### src/rtl/idp_stepper.sv
// idp_stepper: single-step integer datapath core.
// A raw push button is synchronised, debounced and edge-detected; each
// accepted press runs one register-file -> ALU -> register-file operation
// through a SAMPLE / EXEC / WRITE sequence.
module idp_stepper #(
   parameter int WIDTH     = 16,
   parameter int NREG      = 8,
   parameter int DB_CYCLES = 250000,
   localparam int ADR_W    = $clog2(NREG)
) (
   input  logic             clk,
   input  logic             reset,
   input  logic             step,
   input  logic             w_en,
   input  logic [ADR_W-1:0] w_adr,
   input  logic [ADR_W-1:0] r_adr,
   input  logic [ADR_W-1:0] s_adr,
   input  logic [WIDTH-1:0] ds,
   input  logic             s_sel,
   input  logic [3:0]       alu_op,
   output logic             busy,
   output logic             done,
   output logic             c,
   output logic             n,
   output logic             z,
   output logic [WIDTH-1:0] reg_out,
   output logic [WIDTH-1:0] alu_out
);

   localparam int CNT_W = $clog2(DB_CYCLES + 1);
   localparam logic [CNT_W-1:0] CNT_LAST = CNT_W'(DB_CYCLES - 1);

   typedef enum logic [1:0] {
      IDLE,
      SAMPLE,
      EXEC,
      WRITE
   } state_t;

   state_t state;
   state_t state_next;

   logic             step_meta;
   logic             step_sync;
   logic             db_level;
   logic             db_prev;
   logic [CNT_W-1:0] db_cnt;
   logic             go;

   logic [WIDTH-1:0] regs [NREG];

   logic [WIDTH-1:0] r_lat;
   logic [WIDTH-1:0] s_lat;
   logic [3:0]       op_lat;
   logic [ADR_W-1:0] w_adr_lat;
   logic             w_en_lat;

   logic [WIDTH:0]   wide;
   logic [WIDTH-1:0] alu_res;
   logic             alu_c;

   // Two-flop synchroniser bringing the asynchronous button into clk
   always_ff @(posedge clk or negedge reset) begin
      if (!reset) begin
         step_meta <= 1'b0;
         step_sync <= 1'b0;
      end else begin
         step_meta <= step;
         step_sync <= step_meta;
      end
   end

   // Debouncer: accept a new level only after DB_CYCLES consecutive disagreeing samples
   always_ff @(posedge clk or negedge reset) begin
      if (!reset) begin
         db_level <= 1'b0;
         db_cnt   <= '0;
      end else if (step_sync != db_level) begin
         if (db_cnt == CNT_LAST) begin
            db_level <= step_sync;
            db_cnt   <= '0;
         end else begin
            db_cnt <= db_cnt + CNT_W'(1);
         end
      end else begin
         db_cnt <= '0;
      end
   end

   // Delayed debounced level for rising-edge detection
   always_ff @(posedge clk or negedge reset) begin
      if (!reset) begin
         db_prev <= 1'b0;
      end else begin
         db_prev <= db_level;
      end
   end

   assign go = db_level & ~db_prev;

   // FSM state register
   always_ff @(posedge clk or negedge reset) begin
      if (!reset) begin
         state <= IDLE;
      end else begin
         state <= state_next;
      end
   end

   // FSM next state; a go seen outside IDLE is simply dropped
   always_comb begin
      state_next = state;
      case (state)
         IDLE:    if (go) state_next = SAMPLE;
         SAMPLE:  state_next = EXEC;
         EXEC:    state_next = WRITE;
         WRITE:   state_next = IDLE;
         default: state_next = IDLE;
      endcase
   end

   assign busy = (state != IDLE);

   // Operand and control capture so later input changes cannot disturb the operation
   always_ff @(posedge clk or negedge reset) begin
      if (!reset) begin
         r_lat     <= '0;
         s_lat     <= '0;
         op_lat    <= '0;
         w_adr_lat <= '0;
         w_en_lat  <= 1'b0;
      end else if (state == SAMPLE) begin
         r_lat     <= regs[r_adr];
         s_lat     <= s_sel ? ds : regs[s_adr];
         op_lat    <= alu_op;
         w_adr_lat <= w_adr;
         w_en_lat  <= w_en;
      end
   end

   // ALU: arithmetic at WIDTH+1 bits so the top bit yields carry or borrow
   always_comb begin
      wide    = '0;
      alu_res = '0;
      alu_c   = 1'b0;
      case (op_lat)
         4'h0: alu_res = r_lat;
         4'h1: alu_res = s_lat;
         4'h2: begin
            wide    = {1'b0, r_lat} + {1'b0, s_lat};
            alu_res = wide[WIDTH-1:0];
            alu_c   = wide[WIDTH];
         end
         4'h3: begin
            wide    = {1'b0, r_lat} - {1'b0, s_lat};
            alu_res = wide[WIDTH-1:0];
            alu_c   = wide[WIDTH];
         end
         4'h4: begin
            wide    = {1'b0, s_lat} - {1'b0, r_lat};
            alu_res = wide[WIDTH-1:0];
            alu_c   = wide[WIDTH];
         end
         4'h5: alu_res = r_lat & s_lat;
         4'h6: alu_res = r_lat | s_lat;
         4'h7: alu_res = r_lat ^ s_lat;
         4'h8: alu_res = ~s_lat;
         4'h9: begin
            wide    = {1'b0, s_lat} + (WIDTH+1)'(1);
            alu_res = wide[WIDTH-1:0];
            alu_c   = wide[WIDTH];
         end
         4'hA: begin
            wide    = {1'b0, s_lat} - (WIDTH+1)'(1);
            alu_res = wide[WIDTH-1:0];
            alu_c   = wide[WIDTH];
         end
         4'hB: begin
            alu_res = {s_lat[WIDTH-2:0], 1'b0};
            alu_c   = s_lat[WIDTH-1];
         end
         4'hC: begin
            alu_res = {1'b0, s_lat[WIDTH-1:1]};
            alu_c   = s_lat[0];
         end
         4'hD: begin
            alu_res = {s_lat[WIDTH-1], s_lat[WIDTH-1:1]};
            alu_c   = s_lat[0];
         end
         4'hE: alu_res = '0;
         4'hF: alu_res = '1;
         default: alu_res = '0;
      endcase
   end

   // Result and flags are loaded only in EXEC
   always_ff @(posedge clk or negedge reset) begin
      if (!reset) begin
         alu_out <= '0;
         c       <= 1'b0;
         n       <= 1'b0;
         z       <= 1'b0;
      end else if (state == EXEC) begin
         alu_out <= alu_res;
         c       <= alu_c;
         n       <= alu_res[WIDTH-1];
         z       <= (alu_res == '0);
      end
   end

   // Register file with write-back in WRITE when enabled
   always_ff @(posedge clk or negedge reset) begin
      if (!reset) begin
         for (int i = 0; i < NREG; i++) begin
            regs[i] <= '0;
         end
      end else if ((state == WRITE) && w_en_lat) begin
         regs[w_adr_lat] <= alu_out;
      end
   end

   // Completion pulse in the cycle after WRITE
   always_ff @(posedge clk or negedge reset) begin
      if (!reset) begin
         done <= 1'b0;
      end else begin
         done <= (state == WRITE);
      end
   end

   assign reg_out = regs[r_adr];

endmodule

### config.mk
export PLATFORM = sky130hd
export DESIGN_NAME = idp_stepper
export DESIGN_NICKNAME = d
export VERILOG_FILES = /design/src/rtl/idp_stepper.sv
export SDC_FILE = /design/constraint.sdc
export NUM_CORES = 1
export LEC_CHECK = 0
export BUFFER_PORTS_ARGS = -buffer_cell sky130_fd_sc_hd__buf_2
export CORE_MARGIN = 2
export CORE_UTILIZATION = 43
export DETAILED_ROUTE_END_ITERATION = 10
export PLACE_DENSITY = 0.55
export RECOVER_POWER = 25
export SLEW_MARGIN = 20
export SYNTH_ARGS = -nofsm -noshare
export SYNTH_HDL_FRONTEND = slang
export SYNTH_SLANG_ARGS = --single-unit
### constraint.sdc
create_clock -name clk -period 4.3 [get_ports clk]
set_clock_uncertainty 0.15 [all_clocks]
set_input_delay 0.645 -clock clk [delete_from_list [all_inputs] [get_ports clk]]
set_output_delay 0.645 -clock clk [all_outputs]
set_load 0.02 [all_outputs]
==> results of run 1 <==
synthesized netlist by cell type (all sizes together) (28+ instances only):
cell type	count
nand2	123
o21ai	94
mux4	64
inv	59
buf	41
nand3	28
nor2	87
mux2	164
xnor2	29
dfrtp	211
clkbuf	62
ha	75
a21oi	59
sequential cells by signal, indices dropped and copies added, names as in the netlist:
signal and count:
op_lat 4, db_cnt 18, done 1, c 1
step_meta 1, w_en_lat 1, w_adr_lat 3, alu_out 15
step_sync 1, n 1, r_lat 16, s_lat 16
state 2, z 1, db_prev 1, db_level 1
regs 128
where the power goes:
| part | leakage, nW | internal (mW) | switching, mW |
|---|---|---|---|
| sequential | 2.76 | 1.99 | 0.00174 |
| clock | 0.373 | 1.17 | 0.819 |
| combinational | 4.52 | 0.0501 | 0.102 |
area by class of cell:
class                      instances  area (µm²)  share of cell area
clock buffer                      32         682              0.0409
clock inverter                     8        71.3             0.00428
inverter                          61         229              0.0137
multi-input combinational       1075        8980               0.539
sequential                       211        5280               0.317
tap                              455         569              0.0342
timing repair buffer             130         838              0.0503
worst paths after layout:
kind | depth (start not counted) | to | start | slack [ps]
max | 11 | z$_DFFE_PN0P_ | s_lat[0]$_DFFE_PN0N_ | 300
min | 1 | step_meta$_DFF_PN0_ | step | 90
max reg2reg | 11 | z$_DFFE_PN0P_ | s_lat[0]$_DFFE_PN0N_ | 300
min reg2reg | 0 | step_sync$_DFF_PN0_ | step_meta$_DFF_PN0_ | 200
max in group asynchronous | 1 | s_lat[3]$_DFFE_PN0N_ | reset | 1100
min in group asynchronous | 1 | db_cnt[11]$_DFF_PN0_ | reset | 950
cells by family (layout without fill, tap and decap cells):
group	count (synthesis)	in the layout
simple gates	364	364
compound gates	344	344
mux	250	250
flops	211	211
buf+inv	164	231
fa+ha+maj	78	78
xor+xnor	39	39
metal layers:
layer / share of wire / track usage
met1: 0.44 / 0.373
met2: 0.47 / 0.432
met3: 0.061 / 0.0272
met4: 0.027 / 0.0707
met5: 0 / 0
through the flow:
stage          hold slack, ps  worst slack (ps)  cell area, µm²   util
2_1_floorplan             181               718           14900      -
3_3_place_gp              186               292           15900  0.463
3_5_place_dp              187               259           15900  0.463
4_1_cts                  76.9               220           16700  0.485
5_1_grt                  75.0              78.9           16700  0.485
6_report                 93.6               302           16700  0.485
repair_timing:
item,4_1_cts,5_1_grt
setup endpoints to repair,0,1
setup buffers,0,0
gates resized for setup,0,3
worst max-delay path: stages (launching register included):
cell	delay (ps)
sky130_fd_sc_hd__dfrtp_1	540
sky130_fd_sc_hd__inv_1	170
sky130_fd_sc_hd__ha_1	240
sky130_fd_sc_hd__inv_1	80
sky130_fd_sc_hd__fa_1	400
sky130_fd_sc_hd__a32o_1	220
sky130_fd_sc_hd__o32a_1	370
sky130_fd_sc_hd__or3_1	360
sky130_fd_sc_hd__or4_1	440
sky130_fd_sc_hd__or4_1	450
sky130_fd_sc_hd__nor4_1	260
sky130_fd_sc_hd__a32o_2	220
==> reports/results.md, run 1 <==
| Stage | Item | This run |
|:---|:---|:---|
| outcome | Run status | finished, violations left |
| outcome | Violations in the final reports | capacitance limit, slew limit |
| clock network | Hold Buf Count CTS | 0 |
| grt | GRT Util Overall | 0.263 |
| yosys | FF+latch count, synth | 211 |
| die | Horizontal extent of the die | 190 µm |
| yosys | Yosys synthesis warning count | 0 |
| sta | Unrepaired setup endpoints after global routing | false |
| yosys | Mapped Cells | 1450 |
| clock network | CTS tree | built |
| sta | Slew HR | -1.01 |
| die | DIE AREA | 0.0362 mm² |
| clock network | Buffer type at the clock tree root | sky130_fd_sc_hd__clkbuf_16 |
| clock network | Clock sink count | 211 |
| clock network | Number of buffers created by CTS | 24 |
| yosys | Post-synthesis share of cell area spent on xor and xnor gates | 0.0229 |
| sta | Pins over their slew limit | 120 |
| clock network | Clock latency on the worst-skew pair | 520 ps |
| cells and area | Fill cell instance count of the final layout | 3308 |
| yosys | Number of enable-type register cells in the synthesized netlist | 0 |
| sta | Crit share post-route | 0.930 |
| sta | Final sum of negative setup slack | 0 ps |
| yosys | Mapped Area | 0.0149 mm² |
| drt | First-pass iteration count of the detailed router | 6 |
| place | Gpl congestion | 0.992 |
| power | Power density over the cells | 248 mW/mm² |
| critical path | Setup Crit Path Kind | reg -> reg |
| place | Number of port buffers | 70 |
| hold path | Worst hold path type | in -> reg |
| cells and area | Most frequent standard cell in the layout excluding fill and tap cells | sky130_fd_sc_hd__dfrtp_1 |
| cells and area | Finished Layout Cells | 1972 |
| yosys | Sequential fraction of the synthesis area | 0.354 |
| grt | Vias in the first global route | 12000 |
| die | Core outline area | 0.0344 mm² |
| cells and area | Commonest cells after routing, fill and taps aside | 209 x sky130_fd_sc_hd__dfrtp_1, 164 x sky130_fd_sc_hd__mux2_2, 122 x sky130_fd_sc_hd__nand2_1, 94 x sky130_fd_sc_hd__o21ai_0, 80 x sky130_fd_sc_hd__nor2_1 |
| yosys | Library cell with the largest summed area after synthesis | sky130_fd_sc_hd__dfrtp_1 |
| clock network | Number of H-tree levels | 1 |
| yosys | Simple-gate share of the synthesized area | 0.118 |
| die | Ports placed on the boundary | 71 |
| yosys | Average cell area after synthesis | 10.3 µm² |
| die | DIE HEIGHT | 190 µm |
| place | HPWL after DPL | 34300 µm |
| drt | Antenna viol nets, final | 0 |
| drt | Sum of routed wire length over all layers | 47200 µm |
| critical path | Maximum fanout encountered on the critical timing path | 10 |
| drt | Count of vias placed by the detailed router | 12200 |
| cells and area | Antenna diode instance count | 0 |
| drt | First-iteration detailed-routing DRC count | 1190 |
| clock network | Deepest clock path buffer count | 3 |
| yosys | Compound-gate portion of the synthesized area | 0.158 |
| yosys | Post-synthesis mux area share | 0.235 |
| drt | Count of unresolved DRC violations after routing | 0 |
| sta | Hold Vio Cnt, Final | 0 |
| yosys | Cell types with the largest area share after synthesis | sky130_fd_sc_hd__dfrtp_1 35%, sky130_fd_sc_hd__mux2_2 12%, sky130_fd_sc_hd__mux4_2 9.7%, sky130_fd_sc_hd__ha_1 6.3%, sky130_fd_sc_hd__o21ai_0 3.2% |
| sta | Timing-limited maximum frequency | 250 MHz |
| yosys | Top cell type's share of synthesized area | 0.354 |
| critical path | Data arrival time of the worst path | 4290 ps |
| yosys | Async set-or-reset flop fraction in the synthesized netlist | 1.00 |
| yosys | Arithmetic-cell share of the synthesized area counting full adders, half adders and majority gates | 0.0669 |
| power | Peak supply drop | 0.296 mV |
| critical path | CP startpoint kind | flop |
| grt | Global-route congestion overflow total | 0 |
| power | Leakage power total | 7.65 nW |
| drt | Average wire per standard cell | 23.9 µm |
| yosys | Combinational family with the most area after synthesis | multiplexers |
| grt | Wire length of the first global-routing pass | 73800 µm |
| critical path | Critical path data required time | 4590 ps |
| yosys | Yosys cell types | 90 |
| clock network | Clock transition at the registers of the reported paths | 70 ps |
| cells and area | Layout cell share with drive strength beyond 1 | 0.283 |
| drt | Average via count per standard cell | 6.18 |
| yosys | Net count after synthesis | 1562 |
| flow run | # Max-Cap Violations | 1 |
| yosys | Top flip-flop cell by instance count after synthesis | sky130_fd_sc_hd__dfrtp_1 |
| grt | Number of antenna violations at the first check in global routing | 0 |
| power | Post-layout power | 4.13 mW |
| die | Rows | 68 |
| sta | # setup viols final | 0 |
| cells and area | Number of nets in the final layout | 1615 |
| grt | Maximum number of pins on one net before global-route repair | 120 |
| die | Starting density of the core | 0.434 |
| sta | Transition time at the pin with the least slew margin | 3010 ps |
| cells and area | Layout overhead on the synthesized area | 11.6% |
| sta | Tmin final | 4000 ps |
| critical path | Critical Path End Type | flop |
| place | Number of placed cells counting well taps | 1932 |
Power figures use the tool's default switching activity.
==> run 2, diff against run 1 <==
CORE_UTILIZATION = 25   (was 43)
PLACE_DENSITY = 0.35   (was 0.55)
==> reports/results.md, run 2 (same netlist as run 1, synthesis figures left out) <==
| Stage | Item | This run |
|:---|:---|:---|
| outcome | Run status | finished, violations left |
| outcome | Violations in the final reports | capacitance limit, slew limit |
| die | DIE AREA | 0.0616 mm² |
| clock network | Hold Buf Count CTS | 0 |
| clock network | Clock latency on the worst-skew pair | 570 ps |
| place | HPWL after DPL | 40800 µm |
| die | Core outline area | 0.0590 mm² |
| drt | Count of unresolved DRC violations after routing | 0 |
| cells and area | Antenna diode instance count | 0 |
| sta | Crit share post-route | 0.946 |
| drt | First-iteration detailed-routing DRC count | 751 |
| sta | # setup viols final | 0 |
| drt | Average via count per standard cell | 5.34 |
| cells and area | Layout overhead on the synthesized area | 15.9% |
| critical path | Critical Path End Type | flop |
| sta | Tmin final | 4070 ps |
| power | Leakage power total | 7.76 nW |
| critical path | Top Family by Delay on Critical Path | simple AND/OR/NAND/NOR gates |
| cells and area | Layout cell share with drive strength beyond 1 | 0.290 |
| place | Number of port buffers | 70 |
| sta | Unrepaired setup endpoints after global routing | false |
| grt | Wire length of the first global-routing pass | 85000 µm |
| critical path | Standard cell with the maximum stage delay on the critical path | sky130_fd_sc_hd__dfrtp_1 |
| critical path | Critical path data required time | 4640 ps |
| power | Post-layout power | 4.44 mW |
| cells and area | Number of nets in the final layout | 1628 |
| clock network | Number of H-tree levels | 1 |
| clock network | Buffer type at the clock tree root | sky130_fd_sc_hd__clkbuf_16 |
| power | Power density over the cells | 257 mW/mm² |
| die | Ports placed on the boundary | 71 |
| place | Gpl congestion | 0.841 |
| drt | Met3 Wirelength | 1970 µm |
| drt | Length of routed wiring on met1 | 26700 µm |
| clock network | Number of buffers created by CTS | 28 |
| die | Starting density of the core | 0.253 |
| place | Worst slack at placement | 86.6 ps |
| grt | GRT Util Overall | 0.182 |
| power | Peak supply drop | 0.258 mV |
| drt | Max layer used | met4 |
| drt | Average wire per standard cell | 24.2 µm |
| sta | Timing-limited maximum frequency | 246 MHz |
| die | Rows | 89 |
| grt | Number of antenna violations at the first check in global routing | 0 |
| critical path | Total buffers and inverters traversed by the critical path | 2 |
| clock network | Clock sink count | 211 |
| cells and area | Commonest cells after routing, fill and taps aside | 210 x sky130_fd_sc_hd__dfrtp_1, 164 x sky130_fd_sc_hd__mux2_2, 122 x sky130_fd_sc_hd__nand2_1, 94 x sky130_fd_sc_hd__o21ai_0, 80 x sky130_fd_sc_hd__nor2_1 |
| drt | Sum of routed wire length over all layers | 55900 µm |
| drt | First-pass iteration count of the detailed router | 5 |
| critical path | Setup Crit Path Kind | reg -> reg |
| clock network | Clock transition at the registers of the reported paths | 60 ps |
| flow run | # Max-Cap Violations | 1 |
| grt | Global-route congestion overflow total | 0 |
| sta | Final sum of negative setup slack | 0 ps |
| die | Horizontal extent of the die | 248 µm |
| clock network | CTS tree | built |
| sta | Slew HR | -1.08 |
| critical path | Data arrival time of the worst path | 4410 ps |
| critical path | CP startpoint kind | flop |
| sta | Hold Vio Cnt, Final | 0 |
| cells and area | Number of flip-flops in the largest register | 128 |
| sta | Final worst setup slack | 231 ps |
| cells and area | Most frequent standard cell in the layout excluding fill and tap cells | sky130_fd_sc_hd__dfrtp_1 |
| clock network | Setup bufs post-CTS | 0 |
| grt | Maximum number of pins on one net before global-route repair | 114 |
| cells and area | Fill cell instance count of the final layout | 6161 |
| cells and area | Largest registers ranked by flip-flop count | regs x128, db_cnt x18 |
| sta | Post-route worst hold slack | 41.0 ps |
| critical path | Slowest Stage Delay on Critical Path | 540 ps |
| hold path | Worst hold path type | in -> reg |
| clock network | Total of cells resized after clock tree synthesis | 0 |
| cells and area | Biggest register | regs |
| drt | Met2 wire length | 25800 µm |
| sta | Transition time at the pin with the least slew margin | 3130 ps |
| die | DIE HEIGHT | 248 µm |
| critical path | Maximum fanout encountered on the critical timing path | 10 |
| sta | Pins over their slew limit | 113 |
| drt | Count of vias placed by the detailed router | 12300 |
| critical path | Critical path, cell by cell | inv_1 > ha_1 > inv_1 > fa_1 > a32o_1 > o32a_1 > or3_1 > or4_1 > or4_1 > nor4_2 > a32o_2 |
| clock network | Deepest clock path buffer count | 3 |
| drt | Antenna viol nets, final | 0 |
| grt | Vias in the first global route | 12600 |
-- run 2: changes by cell type in the layout (fill, tap and decap cells not counted), moves of 2 or more --
| cell | previous run | this run |
|---|---|---|
| sky130_fd_sc_hd__nor2_4 | 0 | 4 |
| sky130_fd_sc_hd__clkbuf_16 | 25 | 29 |
| sky130_fd_sc_hd__buf_4 | 57 | 65 |
| sky130_fd_sc_hd__clkbuf_1 | 4 | 8 |
| sky130_fd_sc_hd__clkbuf_8 | 3 | 5 |
| sky130_fd_sc_hd__nor2_2 | 7 | 3 |
-- run 2: layout make-up --
class / count / area (µm²) / share of cell area
Multi-Input combinational cell: 1075 / 9020 / 0.521
Sequential cell: 211 / 5280 / 0.305
Tap cell: 773 / 967 / 0.0559
Timing Repair Buffer: 139 / 918 / 0.0531
Clock buffer: 42 / 825 / 0.0477
Inverter: 61 / 229 / 0.0132
Clock inverter: 6 / 57.6 / 0.00333
-- run 2: per-layer routing --
metal,vias to the layer above,track usage
met5,-,0
met4,0,0.0516
met3,70,0.0177
met2,351,0.295
met1,6357,0.258
li1,5547,-
-- run 2: stage by stage --
| stage | std cells | cell area [µm²] | util |
|---|---|---|---|
| 6_report | 2307 | 17300 | 0.293 |
| 2_1_floorplan | 1450 | 14900 | - |
| 5_1_grt | 2307 | 17300 | 0.293 |
| 4_1_cts | 2307 | 17300 | 0.293 |
| 3_3_place_gp | 2259 | 16400 | 0.278 |
| 3_5_place_dp | 2259 | 16400 | 0.278 |
-- run 2: report_power, final --
part	leakage, nW	switching (mW)	total, mW	internal, mW
clock network	0.433	0.920	2.29	1.37
logic	4.57	0.111	0.163	0.0519
registers	2.76	0.00179	1.99	1.99
-- run 2: path summary, 6_finish.rpt --
check                                      from                    to  slack, ps  depth (start not counted)
max in group asynchronous                 reset  regs[14]$_DFFE_PN0P_       1200                          1
min in group asynchronous                 reset   regs[2]$_DFFE_PN0P_        900                          1
min                                        step   step_meta$_DFF_PN0_         40                          1
max                        s_lat[0]$_DFFE_PN0N_         z$_DFFE_PN0P_        230                         11
max reg2reg                s_lat[0]$_DFFE_PN0N_         z$_DFFE_PN0P_        230                         11
min reg2reg                 step_meta$_DFF_PN0_   step_sync$_DFF_PN0_        200                          0
